--- config.mk ---
export PLATFORM = sky130hd
export DESIGN_NAME = fp_align
export DESIGN_NICKNAME = d
export VERILOG_FILES = /design/src/rtl/fp_align.sv
export SDC_FILE = /design/constraint.sdc
export NUM_CORES = 1
export LEC_CHECK = 0
export BUFFER_PORTS_ARGS = -buffer_cell sky130_fd_sc_hd__buf_2
export CORE_UTILIZATION = 55
export DETAILED_ROUTE_END_ITERATION = 10
export PLACE_DENSITY = 0.8
export RECOVER_POWER = 50
export SLEW_MARGIN = 15
export SYNTH_ARGS = -nofsm -noshare
export SYNTH_HDL_FRONTEND = slang
export SYNTH_SLANG_ARGS = --single-unit
--- constraint.sdc ---
create_clock -name CLK -period 2.5 [get_ports CLK]
set_clock_uncertainty 0.05 [all_clocks]
set_input_delay 0.25 -clock CLK [delete_from_list [all_inputs] [get_ports CLK]]
set_output_delay 0.25 -clock CLK [all_outputs]
set_load 0.005 [all_outputs]
--- src/rtl/fp_align.sv ---
// Exponent-alignment stage of the single-precision adder: unpacks the ordered
// operand pair, then right-shifts the smaller significand with sticky capture.
module fp_align (
  input  logic        CLK,
  input  logic        RST,
  input  logic [31:0] OP_L,
  input  logic [31:0] OP_S,
  input  logic        meq,
  input  logic        eqn,
  input  logic        IN_VALID,
  output logic        IN_READY,
  output logic        OUT_VALID,
  input  logic        OUT_READY,
  output logic [7:0]  EXP,
  output logic [26:0] MANT_L,
  output logic [26:0] MANT_S,
  output logic        SIGN,
  output logic        SUB,
  output logic        ZERO,
  output logic        SPECIAL
);

  // Right shift by d with every dropped bit folded into bit 0.
  function automatic logic [26:0] align_sig(input logic [26:0] s, input logic [7:0] d);
    logic [26:0] shifted;
    logic [26:0] mask;
    if (d < 8'd27) begin
      shifted   = s >> d;
      mask      = ~(27'h7FF_FFFF << d);
      align_sig = {shifted[26:1], shifted[0] | (|(s & mask))};
    end else begin
      align_sig = {26'd0, |s};
    end
  endfunction

  logic        v1_r, v2_r;
  logic        load1_s, load2_s;
  logic [7:0]  el_s, es_s, el_eff_s, es_eff_s;
  logic        hl_s, hs_s, zero_s, special_s;

  logic [7:0]  exp1_r, d1_r;
  logic [23:0] sig_l1_r, sig_s1_r;
  logic        sign1_r, sub1_r, zero1_r, special1_r;

  logic [7:0]  exp2_s;
  logic [26:0] mant_l2_s, mant_s2_s;
  logic        sign2_s, sub2_s, zero2_s, special2_s;

  assign load2_s  = v1_r & (~v2_r | OUT_READY);
  assign IN_READY = ~v1_r | ~v2_r | OUT_READY;
  assign load1_s  = IN_VALID & IN_READY;

  assign el_s     = OP_L[30:23];
  assign es_s     = OP_S[30:23];
  assign hl_s     = |el_s;
  assign hs_s     = |es_s;
  assign el_eff_s = hl_s ? el_s : 8'd1;
  assign es_eff_s = hs_s ? es_s : 8'd1;
  assign special_s = (&el_s) | (&es_s);
  // Bit-identical operands share zero-ness, so meq short-cuts the OP_S test.
  assign zero_s    = eqn | ((OP_L[30:0] == 31'd0) & (meq | (OP_S[30:0] == 31'd0)));

  // Stage 1: unpack and register exponent difference and flags.
  always_ff @(posedge CLK) begin
    if (RST) begin
      v1_r       <= 1'b0;
      exp1_r     <= 8'd0;
      d1_r       <= 8'd0;
      sig_l1_r   <= 24'd0;
      sig_s1_r   <= 24'd0;
      sign1_r    <= 1'b0;
      sub1_r     <= 1'b0;
      zero1_r    <= 1'b0;
      special1_r <= 1'b0;
    end else begin
      if (load1_s) begin
        v1_r       <= 1'b1;
        exp1_r     <= el_eff_s;
        d1_r       <= el_eff_s - es_eff_s;
        sig_l1_r   <= {hl_s, OP_L[22:0]};
        sig_s1_r   <= {hs_s, OP_S[22:0]};
        sign1_r    <= OP_L[31];
        sub1_r     <= OP_L[31] ^ OP_S[31];
        zero1_r    <= zero_s;
        special1_r <= special_s;
      end else if (load2_s) begin
        v1_r <= 1'b0;
      end else begin
        v1_r <= v1_r;
      end
    end
  end

  // Stage 2 combinational: alignment and zero/special result shaping.
  always_comb begin
    exp2_s     = exp1_r;
    mant_l2_s  = {sig_l1_r, 3'b000};
    mant_s2_s  = align_sig({sig_s1_r, 3'b000}, d1_r);
    sign2_s    = sign1_r;
    sub2_s     = sub1_r;
    zero2_s    = 1'b0;
    special2_s = 1'b0;
    if (special1_r) begin
      exp2_s     = 8'd255;
      special2_s = 1'b1;
    end else if (zero1_r) begin
      exp2_s    = 8'd0;
      mant_l2_s = 27'd0;
      mant_s2_s = 27'd0;
      sign2_s   = 1'b0;
      sub2_s    = 1'b0;
      zero2_s   = 1'b1;
    end else begin
      zero2_s = 1'b0;
    end
  end

  // Stage 2: output slot, held while downstream stalls.
  always_ff @(posedge CLK) begin
    if (RST) begin
      v2_r    <= 1'b0;
      EXP     <= 8'd0;
      MANT_L  <= 27'd0;
      MANT_S  <= 27'd0;
      SIGN    <= 1'b0;
      SUB     <= 1'b0;
      ZERO    <= 1'b0;
      SPECIAL <= 1'b0;
    end else begin
      if (load2_s) begin
        v2_r    <= 1'b1;
        EXP     <= exp2_s;
        MANT_L  <= mant_l2_s;
        MANT_S  <= mant_s2_s;
        SIGN    <= sign2_s;
        SUB     <= sub2_s;
        ZERO    <= zero2_s;
        SPECIAL <= special2_s;
      end else if (OUT_READY) begin
        v2_r <= 1'b0;
      end else begin
        v2_r <= v2_r;
      end
    end
  end

  assign OUT_VALID = v2_r;

endmodule

==> results_dict.tcl, run 1 <==
set metrics [dict create \
    area_delta_synth_final_pct 20.6 \
    status "completed" \
    drc 0 \
    cts.sinks 133 \
    cts.path.max_buffers 2 \
    wl_microns 19600 \
    ir_drop_uv 401 \
    rows 40 \
    rsz0062_at_grt "false" \
    fin_crit_ns 2.32 \
    ant_nets 0 \
    clockRootBuffer "clkbuf_16" \
    arrival_ns 2.61 \
    design_area_sq_um 8250 \
    netlist.top_cell.by_area "dfxtp_1" \
    reg2reg_slack_ns 0.18 \
    drt_pass1_iterations 5 \
    final.setup.tns_ns 0 \
    drv_slew 0 \
    vias 7034 \
    finalSetupViolations 0 \
    nets 1058 \
    cts_buffers 17 \
    grt_pass1_wl_microns 31200 \
    postCtsSetupBuffers 0 \
    async_flop_share_pct 0 \
    post-route-period-util_pct 92.8 \
    netlist_instances 866 \
    drtIter0Drc 762 \
    final-hold-violation-count 0 \
    fill_cells 1033 \
    netlist_area_sq_um 6840 \
    antenna_found_initial 0 \
    seq_area_frac_synth_pct 38.9 \
    crit_required_ns 2.78 \
    max_freq_ghz 0.431 \
    rr_worst_depth 7 \
    io_pins 138 \
    grt_usage_pct 30.9 \
    postCtsHoldBufs 0 \
    multi_input_area_sq_um 3780 \
    timing.rr.start "d1_r[1]$_SDFFE_PP0P_" \
    overflow 0 \
    cts.clk_slew.worst_paths_ns 0.06 \
    via_per_inst 6.06 \
    drive_above_1_share_pct 20.3 \
    startpoint_type "flip-flop" \
    diodes 0 \
    dpl.hpwl_microns 13900 \
    die_x_microns 114 \
    seqCellArea_sq_um 2660 \
    io_buffers 134 \
    slew_headroom_pct 36.8 \
    yosys_warnings 0 \
    hold_depth 3 \
    worstSkewPairLatency_ns 0.42 \
    synth-seq-cells 133 \
    synth-edff-count 0 \
    grt_max_degree 110 \
    synth_top_area_share_pct 38.9 \
    min-delay-start "IN_VALID" \
    cts_resized 0 \
    p_leak_uw 0.00325 \
    grt_pass1_vias 6278 \
    ys.flop_type "dfxtp_1" \
    place_area_sq_um 7750 \
    hold_path.class "in2reg" \
    syn_avg_cell_area_sq_um 7.90 \
    power_density_nw_per_um2 693 \
    die-area_sq_um 12900 \
    core_sq_um 12100 \
    worstSetupPathType "reg2reg" \
    htreeDepth 4 \
    cp-startpoint "d1_r[1]$_SDFFE_PP0P_" \
    routabilityCongestion 1.00 \
    synthTopCellsByArea "dfxtp_1 39%, nand2_1 8.6%, a21oi_1 6.7%, a22oi_1 4.4%, nor2_1 4.3%" \
    start_util_pct 56.7 \
    die_y_microns 114 \
    cts_tree "yes" \
    drv_cap 0 \
    critPathCaptureType "flip-flop" \
    post_drt_wl_per_cell_microns 16.8 \
    crit_fanout 11 \
    ys_types 58 \
    worstMarginPinSlew_ns 0.946 \
]
==> worst max-delay path: stages, from the launching register on <==
cell	delay, ns
dfxtp_1	0.55
buf_4	0.22
buf_4	0.18
inv_1	0.07
a211o_1	0.28
o21ai_0	0.49
a22oi_1	0.16
o22ai_1	0.22
==> per-layer routing <==
layer | share of wire, % | wire length, microns | vias to the layer above | GRT usage (%)
li1 | - | - | 3336 | -
met1 | 42 | 8290 | 3260 | 40.6
met2 | 45 | 8890 | 372 | 48.0
met3 | 8.8 | 1710 | 66 | 7.65
met4 | 3.4 | 666 | 0 | 14.1
met5 | 0 | 0 | - | 0
==> cell usage after synthesis (7+ instances only) <==
library cell  count
inv_1            15
nor2_1           79
a21oi_1          91
buf_1             8
nand2b_1         13
mux4_2           13
ha_1              7
a311oi_1         10
o21ai_0          26
nor3_1           27
clkbuf_1         58
mux2_2           15
a22oi_1          40
nand4_1           8
nor4_1           22
nand2_1         157
mux2i_1          15
nand3_1          16
o22ai_1           8
buf_2            11
a211oi_1          8
dfxtp_1         133
==> cell type report <==
class / instances / area share, %
timing repair buffer: 175 / 11.8
clock buffer: 21 / 5.58
multi-input combinational: 636 / 45.9
inverter: 17 / 0.773
sequential: 133 / 32.3
tap: 168 / 2.55
clock inverter: 11 / 1.21
==> cell families after synthesis <==
logic type | after synthesis | share of synthesized area [%]
AO/OA/AOI/OAI | 233 | 21.7
buffers and inverters | 99 | 5.87
XOR/XNOR | 3 | 0.384
flip-flops | 133 | 38.9
multiplexers | 43 | 8.94
AND/OR/NAND/NOR | 345 | 22.4
adder cells (fa/ha/maj) | 9 | 1.72
other | 1 | 0.0548
==> final timing paths <==
check,end
max reg2reg,MANT_S[6]$_SDFFE_PP0P_
min,v1_r$_SDFFE_PP0P_
min reg2reg,MANT_S[11]$_SDFFE_PP0P_
max,MANT_S[6]$_SDFFE_PP0P_
==> cell usage in the layout, fill, tap and decap left out, drive strengths merged, types with 8 or more instances in the layout <==
master  netlist  routed
a211oi        8       8
a21oi        91      91
a22oi        40      40
a311oi       10      10
buf          23     140
clkbuf       59      56
dfxtp       133     133
inv          16      19
mux2         15      15
mux2i        15      15
mux4         13      13
nand2       157     157
nand2b       13      13
nand3        16      16
nand4         8       8
nor2         79      79
nor3         28      28
nor4         22      22
o21ai        30      30
o22ai         8       8
==> sequential cells by signal, indices dropped and copies added, names as in the netlist, 8 cells and up <==
signal / count
MANT_S: 27
EXP: 8
MANT_L: 24
sig_l1_r: 24
d1_r: 8
sig_s1_r: 24
exp1_r: 8
==> through the flow <==
step	worst slack [ns]	hold WS (ns)	total power, uW	util (%)	std cells
after floorplan	0.311	0.317	3030	-	868
after global placement	0.0649	0.380	3360	64.2	1129
after detailed placement	0.0237	0.388	3370	64.2	1129
after CTS	0.243	0.0158	5720	68.9	1161
after global routing	0.0251	0.0332	5940	68.4	1161
final	0.179	0.0183	5720	68.4	1161
==> power by group <==
group          internal, uW  switching [uW]  total, uW
Combinational           417             610       1030
Clock                  1420             950       2370
Sequential             2220             101       2320
Total                  4060            1660       5720
(Power assumes the default switching activity.)
==> run 2: changes to the inputs <==
Settings changed: PLACE_DENSITY 0.8 to 0.81.
==> run 2 against run 1 <==
Compared with the run above:
- global-route usage grew 0.83 points
- sequential share of layout area shrank 0.38 points
- clock power grew 23%
- count of clock-buffer cells in the layout fell by 3
- worst hold slack improved by 0.0063 ns
- largest power group unchanged
- sequential cell count did not move
- combinational power hardly changed
- power grew 9.5%
- core utilization up 0.81 points
==> results_dict.tcl, run 2 (same netlist as run 1, synthesis figures left out) <==
set metrics [dict create \
    status "completed" \
    drt_pass1_iterations 5 \
    cp-startpoint "d1_r[2]$_SDFFE_PP0P_" \
    core_sq_um 12100 \
    worstSkewPairLatency_ns 0.43 \
    whs_ns 0.0246 \
    io_buffers 134 \
    crit_fanout 15 \
    slew_headroom_pct 50.5 \
    drv_slew 0 \
    die_y_microns 114 \
    wl_microns 20000 \
    postCtsSetupBuffers 0 \
    finalSetupViolations 0 \
    min-delay-start "OP_S[6]" \
    p_total_uw 6270 \
    top_register "MANT_S" \
    fill_cells 1005 \
    grt_usage_pct 31.7 \
    cts_buffers 17 \
    io_pins 138 \
    power_density_nw_per_um2 751 \
    mostFrequentLayoutCells "156 x nand2_1, 133 x dfxtp_1, 103 x buf_2" \
    cts.sinks 133 \
    route.met3.wl_microns 1640 \
    post_drt_wl_per_cell_microns 17.3 \
    rsz0062_at_grt "false" \
    final.setup.tns_ns 0 \
    worstSetupPathType "reg2reg" \
    nets 1055 \
    drc 0 \
    startpoint_type "flip-flop" \
    route.layer.met1.wl_microns 8490 \
    fin_crit_ns 2.33 \
    cts.clk_slew.worst_paths_ns 0.06 \
    overflow 0 \
    cts.path.max_buffers 2 \
    largest_reg_flops 27 \
    grt_pass1_vias 6383 \
    area_delta_synth_final_pct 22.0 \
    drv_cap 0 \
    grt_max_degree 126 \
    timing.rr.start "d1_r[2]$_SDFFE_PP0P_" \
    worstMarginPinSlew_ns 0.743 \
    place_ws_ns 0.0131 \
    fin_cells 1157 \
    via_per_inst 6.06 \
    routabilityCongestion 0.927 \
    diodes 0 \
    arrival_ns 2.65 \
    post-route-period-util_pct 93.3 \
    postCtsHoldBufs 0 \
    place_inst 1126 \
    antenna_found_initial 0 \
    dpl.hpwl_microns 13900 \
    dr_wl_met2_microns 9190 \
    drive_above_1_share_pct 20.6 \
    critPathCaptureType "flip-flop" \
    final_common_cell "nand2_1" \
    vias 7014 \
    hold_path.class "in2reg" \
    fin_ws_ns 0.168 \
    topRoutingLayerUsed "met4" \
    crit_required_ns 2.82 \
    cts_resized 0 \
    p_leak_uw 0.00330 \
    clockRootBuffer "clkbuf_16" \
    grt_pass1_wl_microns 32100 \
    rows 40 \
    die-area_sq_um 12900 \
    ir_drop_uv 556 \
    die_x_microns 114 \
    htreeDepth 4 \
    cts_tree "yes" \
    ant_nets 0 \
    drtIter0Drc 809 \
    max_freq_ghz 0.429 \
    start_util_pct 56.7 \
    final-hold-violation-count 0 \
]
## run 2: changes by cell type in the layout (fill, tap and decap cells not counted), moves of 2 or more
cell        change
buf_2           +2
bufinv_16       +5
clkbuf_1        -4
clkinv_2        -4
clkinvlp_4      -2
## run 2: path summary, 6_finish.rpt
check	to	depth (start not counted)	slack, ns
setup / recovery	MANT_S[0]$_SDFFE_PP0P_	6	0.17
hold / removal	sig_s1_r[6]$_SDFFE_PP0P_	3	0.02
setup reg to reg	MANT_S[0]$_SDFFE_PP0P_	6	0.17
hold reg to reg	MANT_S[13]$_SDFFE_PP0P_	2	0.39
## run 2: per-stage QoR
stage | area, sq um | util, %
4_1_cts | 8410 | 69.7
2_1_floorplan | 6850 | -
5_1_grt | 8350 | 69.2
3_5_place_dp | 7720 | 64.0
6_report | 8350 | 69.2
3_3_place_gp | 7720 | 64.0
## run 2: final cells by class
type                    count  area (sq um)  area share (%)
clock buffers              18           439            5.26
repair buffers            172           940            11.3
well taps                 168           210            2.52
clock inverters            13           244            2.92
flip-flops and latches    133          2660            31.9
inverters                  17          63.8           0.764
multi-input cells         636          3790            45.4
## run 2: worst max-delay path: stages (launching register included)
cell       delay (ns)
dfxtp_1          0.73
mux4_2           0.33
o22ai_1          0.07
nor3_1           0.28
a21oi_1          0.09
a2111oi_1        0.52
o31a_1           0.20
## run 2: metal layers
metal | vias to the layer above | global-route usage [%]
met5 | - | 0
met4 | 0 | 15.1
met3 | 64 | 7.81
met2 | 367 | 49.3
met1 | 3247 | 41.5
li1 | 3336 | -
## run 2: report_power, final
part           switching (uW)  internal, uW  total (uW)  leakage [uW]
logic                     613           415        1030       0.00188
clock network             996          1910        2910      0.000334
registers                 108          2220        2330       0.00109
total                    1720          4550        6270       0.00330
